===== src/rtl/cursor_ctrl.sv =====
// cursor_ctrl: keyboard-to-game cursor controller.
// Turns decoded PS/2 make/break events into cursor moves on a BOARD_W x BOARD_H
// board, with hold-to-repeat on the direction keys and a single-shot select
// pulse. All outputs are registered; an event's effect shows on the cycle
// after its strobe.
//
// Optional build macro: CURSOR_WRAP_EN
//   defined   -> moves past an edge wrap to the opposite edge
//   undefined -> moves saturate at the board edges
//
// Handshake: key_event[10] is a one-cycle strobe with no back-pressure; the
// other key_event bits are only looked at on a strobe cycle, and every strobed
// event is consumed on that cycle.
//
// Debug: o_fsm_state exposes the direction FSM (0 = IDLE, 1 = HELD).
module cursor_ctrl #(
  parameter int BOARD_W       = 8,
  parameter int BOARD_H       = 8,
  parameter int REPEAT_DELAY  = 25000000,
  parameter int REPEAT_PERIOD = 5000000,
  parameter int CNT_W         = 25
) (
  input  logic        clk,
  input  logic        rstn,
  input  logic [10:0] key_event,
  output logic [3:0]  cursor_x,
  output logic [3:0]  cursor_y,
  output logic        is_pressed,
  output logic        cursor_moved,
  output logic        o_fsm_state
);

  typedef enum logic {
    ST_IDLE = 1'b0,
    ST_HELD = 1'b1
  } state_t;

  typedef enum logic [1:0] {
    DIR_UP    = 2'd0,
    DIR_DOWN  = 2'd1,
    DIR_LEFT  = 2'd2,
    DIR_RIGHT = 2'd3
  } dir_t;

  localparam logic [3:0]       X_MAX   = 4'(BOARD_W - 1);
  localparam logic [3:0]       Y_MAX   = 4'(BOARD_H - 1);
  localparam logic [CNT_W-1:0] CNT_DLY = CNT_W'(REPEAT_DELAY - 1);
  localparam logic [CNT_W-1:0] CNT_PER = CNT_W'(REPEAT_PERIOD - 1);
  localparam logic [CNT_W-1:0] CNT_ONE = CNT_W'(1);

  // Event fields
  logic       w_strobe;
  logic       w_break;
  logic       w_ext;
  logic [7:0] w_code;

  // Decoded key
  logic       w_dir_valid;
  dir_t       w_dir;
  logic       w_sel;
  logic       w_make_dir;
  logic       w_break_held;

  // Registered state
  state_t           r_state;
  dir_t             r_held_dir;
  logic [8:0]       r_held_key;
  logic [CNT_W-1:0] r_cnt;
  logic [3:0]       r_x;
  logic [3:0]       r_y;
  logic             r_sel_held;
  logic             r_pressed;
  logic             r_moved;

  // Next-state values
  state_t           w_state_nxt;
  dir_t             w_held_dir_nxt;
  logic [8:0]       w_held_key_nxt;
  logic [CNT_W-1:0] w_cnt_nxt;
  logic             w_move_req;
  dir_t             w_move_dir;
  logic [3:0]       w_x_nxt;
  logic [3:0]       w_y_nxt;
  logic             w_moved_nxt;

  assign w_strobe = key_event[10];
  assign w_break  = key_event[9];
  assign w_ext    = key_event[8];
  assign w_code   = key_event[7:0];

  // Key map: arrows need the E0 prefix, WASD and Space must not have it;
  // Enter is accepted with either prefix value.
  always_comb begin
    w_dir_valid = 1'b0;
    w_dir       = DIR_UP;
    if (w_ext) begin
      case (w_code)
        8'h75:   begin w_dir_valid = 1'b1; w_dir = DIR_UP;    end
        8'h72:   begin w_dir_valid = 1'b1; w_dir = DIR_DOWN;  end
        8'h6B:   begin w_dir_valid = 1'b1; w_dir = DIR_LEFT;  end
        8'h74:   begin w_dir_valid = 1'b1; w_dir = DIR_RIGHT; end
        default: begin w_dir_valid = 1'b0; w_dir = DIR_UP;    end
      endcase
    end else begin
      case (w_code)
        8'h1D:   begin w_dir_valid = 1'b1; w_dir = DIR_UP;    end
        8'h1B:   begin w_dir_valid = 1'b1; w_dir = DIR_DOWN;  end
        8'h1C:   begin w_dir_valid = 1'b1; w_dir = DIR_LEFT;  end
        8'h23:   begin w_dir_valid = 1'b1; w_dir = DIR_RIGHT; end
        default: begin w_dir_valid = 1'b0; w_dir = DIR_UP;    end
      endcase
    end
  end

  assign w_sel        = w_strobe && ((w_code == 8'h5A) || (!w_ext && w_code == 8'h29));
  assign w_make_dir   = w_strobe && !w_break && w_dir_valid;
  // Release is matched on the exact key held, so releasing a different key
  // that happens to share the direction does not stop the repeat.
  assign w_break_held = w_strobe && w_break && ({w_ext, w_code} == r_held_key);

  // Direction FSM next state: a new-direction make beats counter expiry, so
  // at most one move is requested per cycle.
  always_comb begin
    w_state_nxt    = r_state;
    w_held_dir_nxt = r_held_dir;
    w_held_key_nxt = r_held_key;
    w_cnt_nxt      = r_cnt;
    w_move_req     = 1'b0;
    w_move_dir     = r_held_dir;
    case (r_state)
      ST_IDLE: begin
        if (w_make_dir) begin
          w_move_req     = 1'b1;
          w_move_dir     = w_dir;
          w_held_dir_nxt = w_dir;
          w_held_key_nxt = {w_ext, w_code};
          w_cnt_nxt      = CNT_DLY;
          w_state_nxt    = ST_HELD;
        end
      end
      ST_HELD: begin
        if (w_break_held) begin
          w_state_nxt = ST_IDLE;
          w_cnt_nxt   = '0;
        end else if (w_make_dir && (w_dir != r_held_dir)) begin
          w_move_req     = 1'b1;
          w_move_dir     = w_dir;
          w_held_dir_nxt = w_dir;
          w_held_key_nxt = {w_ext, w_code};
          w_cnt_nxt      = CNT_DLY;
        end else if (r_cnt == '0) begin
          w_move_req = 1'b1;
          w_move_dir = r_held_dir;
          w_cnt_nxt  = CNT_PER;
        end else begin
          w_cnt_nxt = r_cnt - CNT_ONE;
        end
      end
      default: begin
        w_state_nxt = ST_IDLE;
        w_cnt_nxt   = '0;
      end
    endcase
  end

  // Move arithmetic: edge behaviour is saturate or wrap depending on build.
  always_comb begin
    w_x_nxt = r_x;
    w_y_nxt = r_y;
    if (w_move_req) begin
      case (w_move_dir)
        DIR_UP: begin
          if (r_y == 4'd0) begin
`ifdef CURSOR_WRAP_EN
            w_y_nxt = Y_MAX;
`else
            w_y_nxt = r_y;
`endif
          end else begin
            w_y_nxt = r_y - 4'd1;
          end
        end
        DIR_DOWN: begin
          if (r_y >= Y_MAX) begin
`ifdef CURSOR_WRAP_EN
            w_y_nxt = 4'd0;
`else
            w_y_nxt = r_y;
`endif
          end else begin
            w_y_nxt = r_y + 4'd1;
          end
        end
        DIR_LEFT: begin
          if (r_x == 4'd0) begin
`ifdef CURSOR_WRAP_EN
            w_x_nxt = X_MAX;
`else
            w_x_nxt = r_x;
`endif
          end else begin
            w_x_nxt = r_x - 4'd1;
          end
        end
        default: begin
          if (r_x >= X_MAX) begin
`ifdef CURSOR_WRAP_EN
            w_x_nxt = 4'd0;
`else
            w_x_nxt = r_x;
`endif
          end else begin
            w_x_nxt = r_x + 4'd1;
          end
        end
      endcase
    end
  end

  // A saturated move leaves the position alone and so raises no move pulse.
  assign w_moved_nxt = (w_x_nxt != r_x) || (w_y_nxt != r_y);

  // Direction FSM, repeat counter and cursor position registers.
  always_ff @(posedge clk or negedge rstn) begin
    if (!rstn) begin
      r_state    <= ST_IDLE;
      r_held_dir <= DIR_UP;
      r_held_key <= '0;
      r_cnt      <= '0;
      r_x        <= 4'd0;
      r_y        <= 4'd0;
      r_moved    <= 1'b0;
    end else begin
      r_state    <= w_state_nxt;
      r_held_dir <= w_held_dir_nxt;
      r_held_key <= w_held_key_nxt;
      r_cnt      <= w_cnt_nxt;
      r_x        <= w_x_nxt;
      r_y        <= w_y_nxt;
      r_moved    <= w_moved_nxt;
    end
  end

  // Select: one pulse per press; typematic repeats are swallowed until release.
  always_ff @(posedge clk or negedge rstn) begin
    if (!rstn) begin
      r_sel_held <= 1'b0;
      r_pressed  <= 1'b0;
    end else begin
      r_pressed <= 1'b0;
      if (w_sel) begin
        if (w_break) begin
          r_sel_held <= 1'b0;
        end else if (!r_sel_held) begin
          r_sel_held <= 1'b1;
          r_pressed  <= 1'b1;
        end
      end
    end
  end

  assign cursor_x     = r_x;
  assign cursor_y     = r_y;
  assign is_pressed   = r_pressed;
  assign cursor_moved = r_moved;
  assign o_fsm_state  = r_state;

endmodule


===== config.mk =====
export PLATFORM = sky130hd
export DESIGN_NAME = cursor_ctrl
export DESIGN_NICKNAME = d
export VERILOG_FILES = /design/src/rtl/cursor_ctrl.sv
export SDC_FILE = /design/constraint.sdc
export NUM_CORES = 1
export LEC_CHECK = 0
export CAP_MARGIN = 20
export CORE_MARGIN = 2
export CORE_UTILIZATION = 53
export DETAILED_ROUTE_END_ITERATION = 8
export PLACE_DENSITY = 0.83
export SLEW_MARGIN = 20
export SYNTH_ARGS = -nofsm -noshare
export SYNTH_HDL_FRONTEND = slang
export SYNTH_SLANG_ARGS = --single-unit

===== constraint.sdc =====
create_clock -name clk -period 2.4 [get_ports clk]
set_input_delay 0.24 -clock clk [delete_from_list [all_inputs] [get_ports clk]]
set_output_delay 0.24 -clock clk [all_outputs]
set_load 0.02 [all_outputs]

* Word-level counts from Yosys, hierarchy flattened *
Index checks and enable logic that the tools add are counted.

cells by class
  mux-type cells = 38
  eq/ne operators = 19
  reduce and logical (&&, ||, !) cells = 19
  magnitude comparators = 2
  bitwise operators = 1
  add/subtract/negate cells = 5

operator list
  cell                                                                                 number
  25-bit two-way mux                                                                   4
  25-bit one-hot mux with 2 select lines                                               1
  8-bit by 7-bit equality test with 1-bit output, second input constant                5
  9-bit two-way mux                                                                    3
  25-bit zero test                                                                     1
  25-bit by 1-bit subtractor with 25-bit output, second input constant                 1
  8-bit by 5-bit equality test with 1-bit output, second input constant                3
  4-bit two-way mux                                                                    6
  9-bit one-hot mux with 2 select lines                                                1
  8-bit by 6-bit equality test with 1-bit output, second input constant                2
  4-bit one-hot mux with 2 select lines                                                2
  1-bit two-way mux                                                                    12
  2-bit one-hot mux with 3 select lines                                                2
  9-bit equality test                                                                  1
  4-bit by 1-bit adder with 4-bit output, second input constant                        2
  4-bit by 3-bit greater-or-equal comparator with 1-bit output, second input constant  2
  4-bit zero test                                                                      2
  2-bit two-way mux                                                                    4
  4-bit != test                                                                        2
  4-bit OR reduction                                                                   2
  4-bit by 1-bit subtractor with 4-bit output, second input constant                   2
  1-bit logical AND                                                                    7
  2-bit != test, second input constant                                                 2
  1-bit one-hot mux with 2 select lines                                                2
  other kinds (11)                                                                     13

storage, ports and cells
  register bits = 48
  bits of input ports = 13
  logic and storage cells = 93

* Longest topological paths before layout *
  depth after elaboration = 15
  mapped depth = 11
  depth with buffers taken out = 10

* Least setup slack after synthesis *
OpenSTA, ideal clock, no wires.

  path kind = reg2reg
  from = reg r_cnt[7]
  to = reg r_y[3], in the netlist cursor_y[3]
  data arrival time = 2.277 ns
  required time = 2.279 ns
  path slack = 0.002 ns
  buffers on the path = 0
  setup time = 0.121 ns
  cell stages (with the launch flop) = 9
  cell sequence = dfrtp_1 or3_4 nor4_4 nand4_4 nor3_4 nand2_2 a211oi_4 nand2_1 a22o_1

on the way
  cells in the longest elaborated chain, start to end = 6

RTL lines
  element                                line  source
  from (decl)                            68    logic [CNT_W-1:0] r_cnt;
  from (signal assigned)                 237   r_cnt <= w_cnt_nxt;
  25-bit zero test                       151   end else if (r_cnt == '0) begin
  1-bit two-way mux                      151
  1-bit two-way mux                      145   end else if (w_make_dir && (w_dir != r_held_dir)) begin
  1-bit two-way mux                      142   if (w_break_held) begin
  1-bit one-hot mux with 2 select lines  130   case (r_state)
  4-bit two-way mux                      170   if (w_move_req) begin
  via w_y_nxt[3]                         83    logic [3:0] w_y_nxt;
  to (signal assigned)                   239   r_y <= w_y_nxt;
  to (decl)                              70    logic [3:0] r_y;

The timed path passes the listed nets, and every way through them passes these cells.
A chain may end at the register's enable or synchronous reset.

* Worst setup path after layout *
  from = reg r_cnt[9]
  to = reg r_y[2], in the netlist cursor_y[2]

Same word-level chain as after synthesis.

==> impl_metrics.ini <==
[outcome]
violations = negative setup slack
status = finished with violations

[floorplanning]
fp-row-count = 28
die_x_um = 82.2
start_util_pct = 54.7
die_h_um = 82.2
dieArea_um2 = 6750
core_um2 = 5920
io_pins = 24

[timing]
slew_viol_final = 0
fin_crit_ns = 2.55
timing.setup.tns_ns = -0.977
timing.final.ws_setup_ns = -0.148
skew_ns = 0.00592
tightest_slew_ns = 0.397
hold_viol = 0
slew_headroom_pct = 73.3
rsz0062_at_grt = yes
fin_crit_sh_pct = 106
setup_violations = 15
fmax_ghz = 0.393

[routing]
wl_per_cell_um = 19.0
dr_total_vias = 3418
first_pass_iters = 5
routed_wl_um = 10100
drc_errors = 0
avgViaCountPerCell = 6.45
antenna_left = 0
drt_iter0_drc = 370

[power]
vdd_drop_max_v = 0.000552
p_leak_nw = 2.04
p_per_area_nw_per_um2 = 631
internal_power_w = 0.00177
seq_power_share_pct = 39.8
pwr-share-comb_pct = 38.8
switchingPower_w = 0.00104
power_switching_share_pct = 37.0
power_frac_clock_pct = 21.4

[cts]
clock_path_buffers = 2
numCtsBuffers = 5
tritoncts = built
cts_root_buf = clkbuf_8
htree_levels = 2
clkTransAtPathRegs_ns = 0.09
cts.sinks = 48
clk_latency_ns = 0.31

[placed_design]
dp_hpwl_um = 6450
placed_area_um2 = 4090
gp_congestion = 0.878
pre_cts_ws_ns = -0.563
port_buffers = 23

[final_layout]
num_antenna_cells = 0
n_fill_cell = 362
layout-drive-gt1-share_pct = 32.3
final_common_cell = buf_4
final_cell_area_um2 = 4450
final_nets = 472
area.growth.synth_to_final_pct = 37.2
postLayoutCoreUtil_pct = 75.1
final_cell_mix = 88 x buf_4, 48 x dfrtp_1, 27 x nand2_1

[worst_setup_path]
startpoint = r_cnt[9]
regToRegStartpoint = r_cnt[9]
r2r_slack_ns = -0.15
reg2reg_depth = 9
crit_fanout = 3
start_kind = register
crit_end = cursor_y[2]
critPathRequiredTime_ns = 2.59
worstPathArrival_ns = 2.74
r2r_end = cursor_y[2]
crit_path_end_kind = register
crit_type = reg -> reg

[logic_synthesis]
yosysUniqueCellTypes = 70
ys_seq_elements = 48
syn_avg_cell_area_um2 = 9.36
async_reset_ff_share_pct = 100
syn_area_um2 = 3240
synth_edf_count = 0
ys_seq_area_share_pct = 37.1
yosys_warnings = 0
synth_nets = 364
synthCells = 346
synth_flop_cell = dfrtp_1

[hold_path]
hp-class = in -> reg

[global_route]
grt_pass1_wl_um = 15700
track_usage_pct = 30.2
antenna_found_initial = 0
grt_pass1_vias = 3311
grt_max_degree = 28
grt-ovfl-total = 0

[run]
max-cap-violations = 0
## timing repair
action	CTS	global route
hold buffers	1	0
setup buffers	6	5
endpoints found under the setup margin	37	21
pin swaps	16	10
cloned	0	0
resized for setup	22	29
endpoints found under the hold margin	48	0
## worst max-delay path, cell delays in order (launching register included)
cell	delay [ns]
dfrtp_1	0.40
or3_4	0.40
nor4_4	0.31
buf_4	0.19
and3_4	0.21
a21oi_2	0.09
a311o_1	0.38
buf_6	0.14
o31ai_2	0.18
o211ai_1	0.12
## synthesized netlist by cell type, drive strengths merged, types with 3 or more instances
| cell | instances | area (µm²) |
|---|---|---|
| buf | 11 | 66.3 |
| xnor2 | 14 | 123 |
| o211ai | 4 | 30.0 |
| nand2b | 3 | 18.8 |
| a21o | 12 | 90.1 |
| nor3b | 7 | 52.6 |
| nand3b | 10 | 75.1 |
| o21ai | 24 | 120 |
| a21oi | 16 | 80.1 |
| o31ai | 4 | 30.0 |
| and3 | 4 | 25.0 |
| a211oi | 3 | 47.6 |
| ha | 5 | 62.6 |
| nand2 | 30 | 118 |
| inv | 16 | 60.1 |
| or4 | 3 | 22.5 |
| nand3 | 6 | 30.0 |
| clkbuf | 3 | 11.3 |
| a311oi | 4 | 35.0 |
| nor4 | 13 | 139 |
| and2 | 4 | 25.0 |
| mux2 | 8 | 90.1 |
| o311ai | 4 | 35.0 |
| nor2b | 4 | 25.0 |
| nor3 | 21 | 116 |
| nor2 | 16 | 60.1 |
| dfrtp | 48 | 1200 |
| nand4 | 12 | 90.1 |
## how the worst min path moves through the flow
stage                             from      endpoint  slack [ns]  cells after the start
after global routing      key_event[3]    is_pressed        0.34                      3
after floorplan                   rstn  cursor_moved       -0.06                      0
after CTS                         rstn     r_cnt[10]        0.45                      3
after global placement            rstn      r_cnt[8]        0.24                      2
final                     key_event[3]    is_pressed        0.33                      3
after detailed placement          rstn      r_cnt[8]        0.25                      2
## power by group through the flow
stage | Sequential (W) | Clock, W | Combinational, W
5_1_grt | 0.00114 | 0.000623 | 0.00118
6_report | 0.00112 | 0.000602 | 0.00109
2_1_floorplan | 0.00113 | 0 | 0.000542
3_5_place_dp | 0.00111 | 0 | 0.000984
3_3_place_gp | 0.00110 | 0 | 0.000943
4_1_cts | 0.00110 | 0.000593 | 0.00102
## cells by family after synthesis
family	after synthesis	share of synthesized area (%)
buf+inv	30	4.25
simple gates	142	27.2
xor+xnor	16	4.33
fa+ha+maj	5	1.93
mux	10	3.79
compound gates	95	21.4
flops	48	37.1
## per-layer routing
layer	track usage, %	up-vias	routed length (µm)
li1	-	1520	-
met1	37.9	1667	3990
met2	51.9	174	4960
met3	5.43	57	655
met4	10.7	0	491
met5	0	-	0
## final cells by class
cell class / instances / area [µm²] / share of cell area (%)
multi-input combinational: 268 / 2070 / 46.5
clock inverter: 2 / 35.0 / 0.788
inverter: 16 / 60.1 / 1.35
tap: 75 / 93.8 / 2.11
sequential: 48 / 1200 / 27.0
clock buffer: 6 / 72.6 / 1.63
timing repair buffer: 115 / 915 / 20.6
## sequential cells by signal (all words and copies together) (netlist names)
signal,cells
cursor_moved,1
cursor_x,4
cursor_y,4
is_pressed,1
o_fsm_state,1
r_cnt,25
r_held_dir,2
r_held_key,9
r_sel_held,1
## stage by stage
step	cells	total power (W)	hold WS, ns
3_5_place_dp	511	0.00209	0.246
5_1_grt	530	0.00294	0.345
4_1_cts	526	0.00271	0.454
2_1_floorplan	346	0.00167	-0.0556
3_3_place_gp	511	0.00204	0.241
6_report	530	0.00281	0.328
Power figures use the tool's default switching activity.
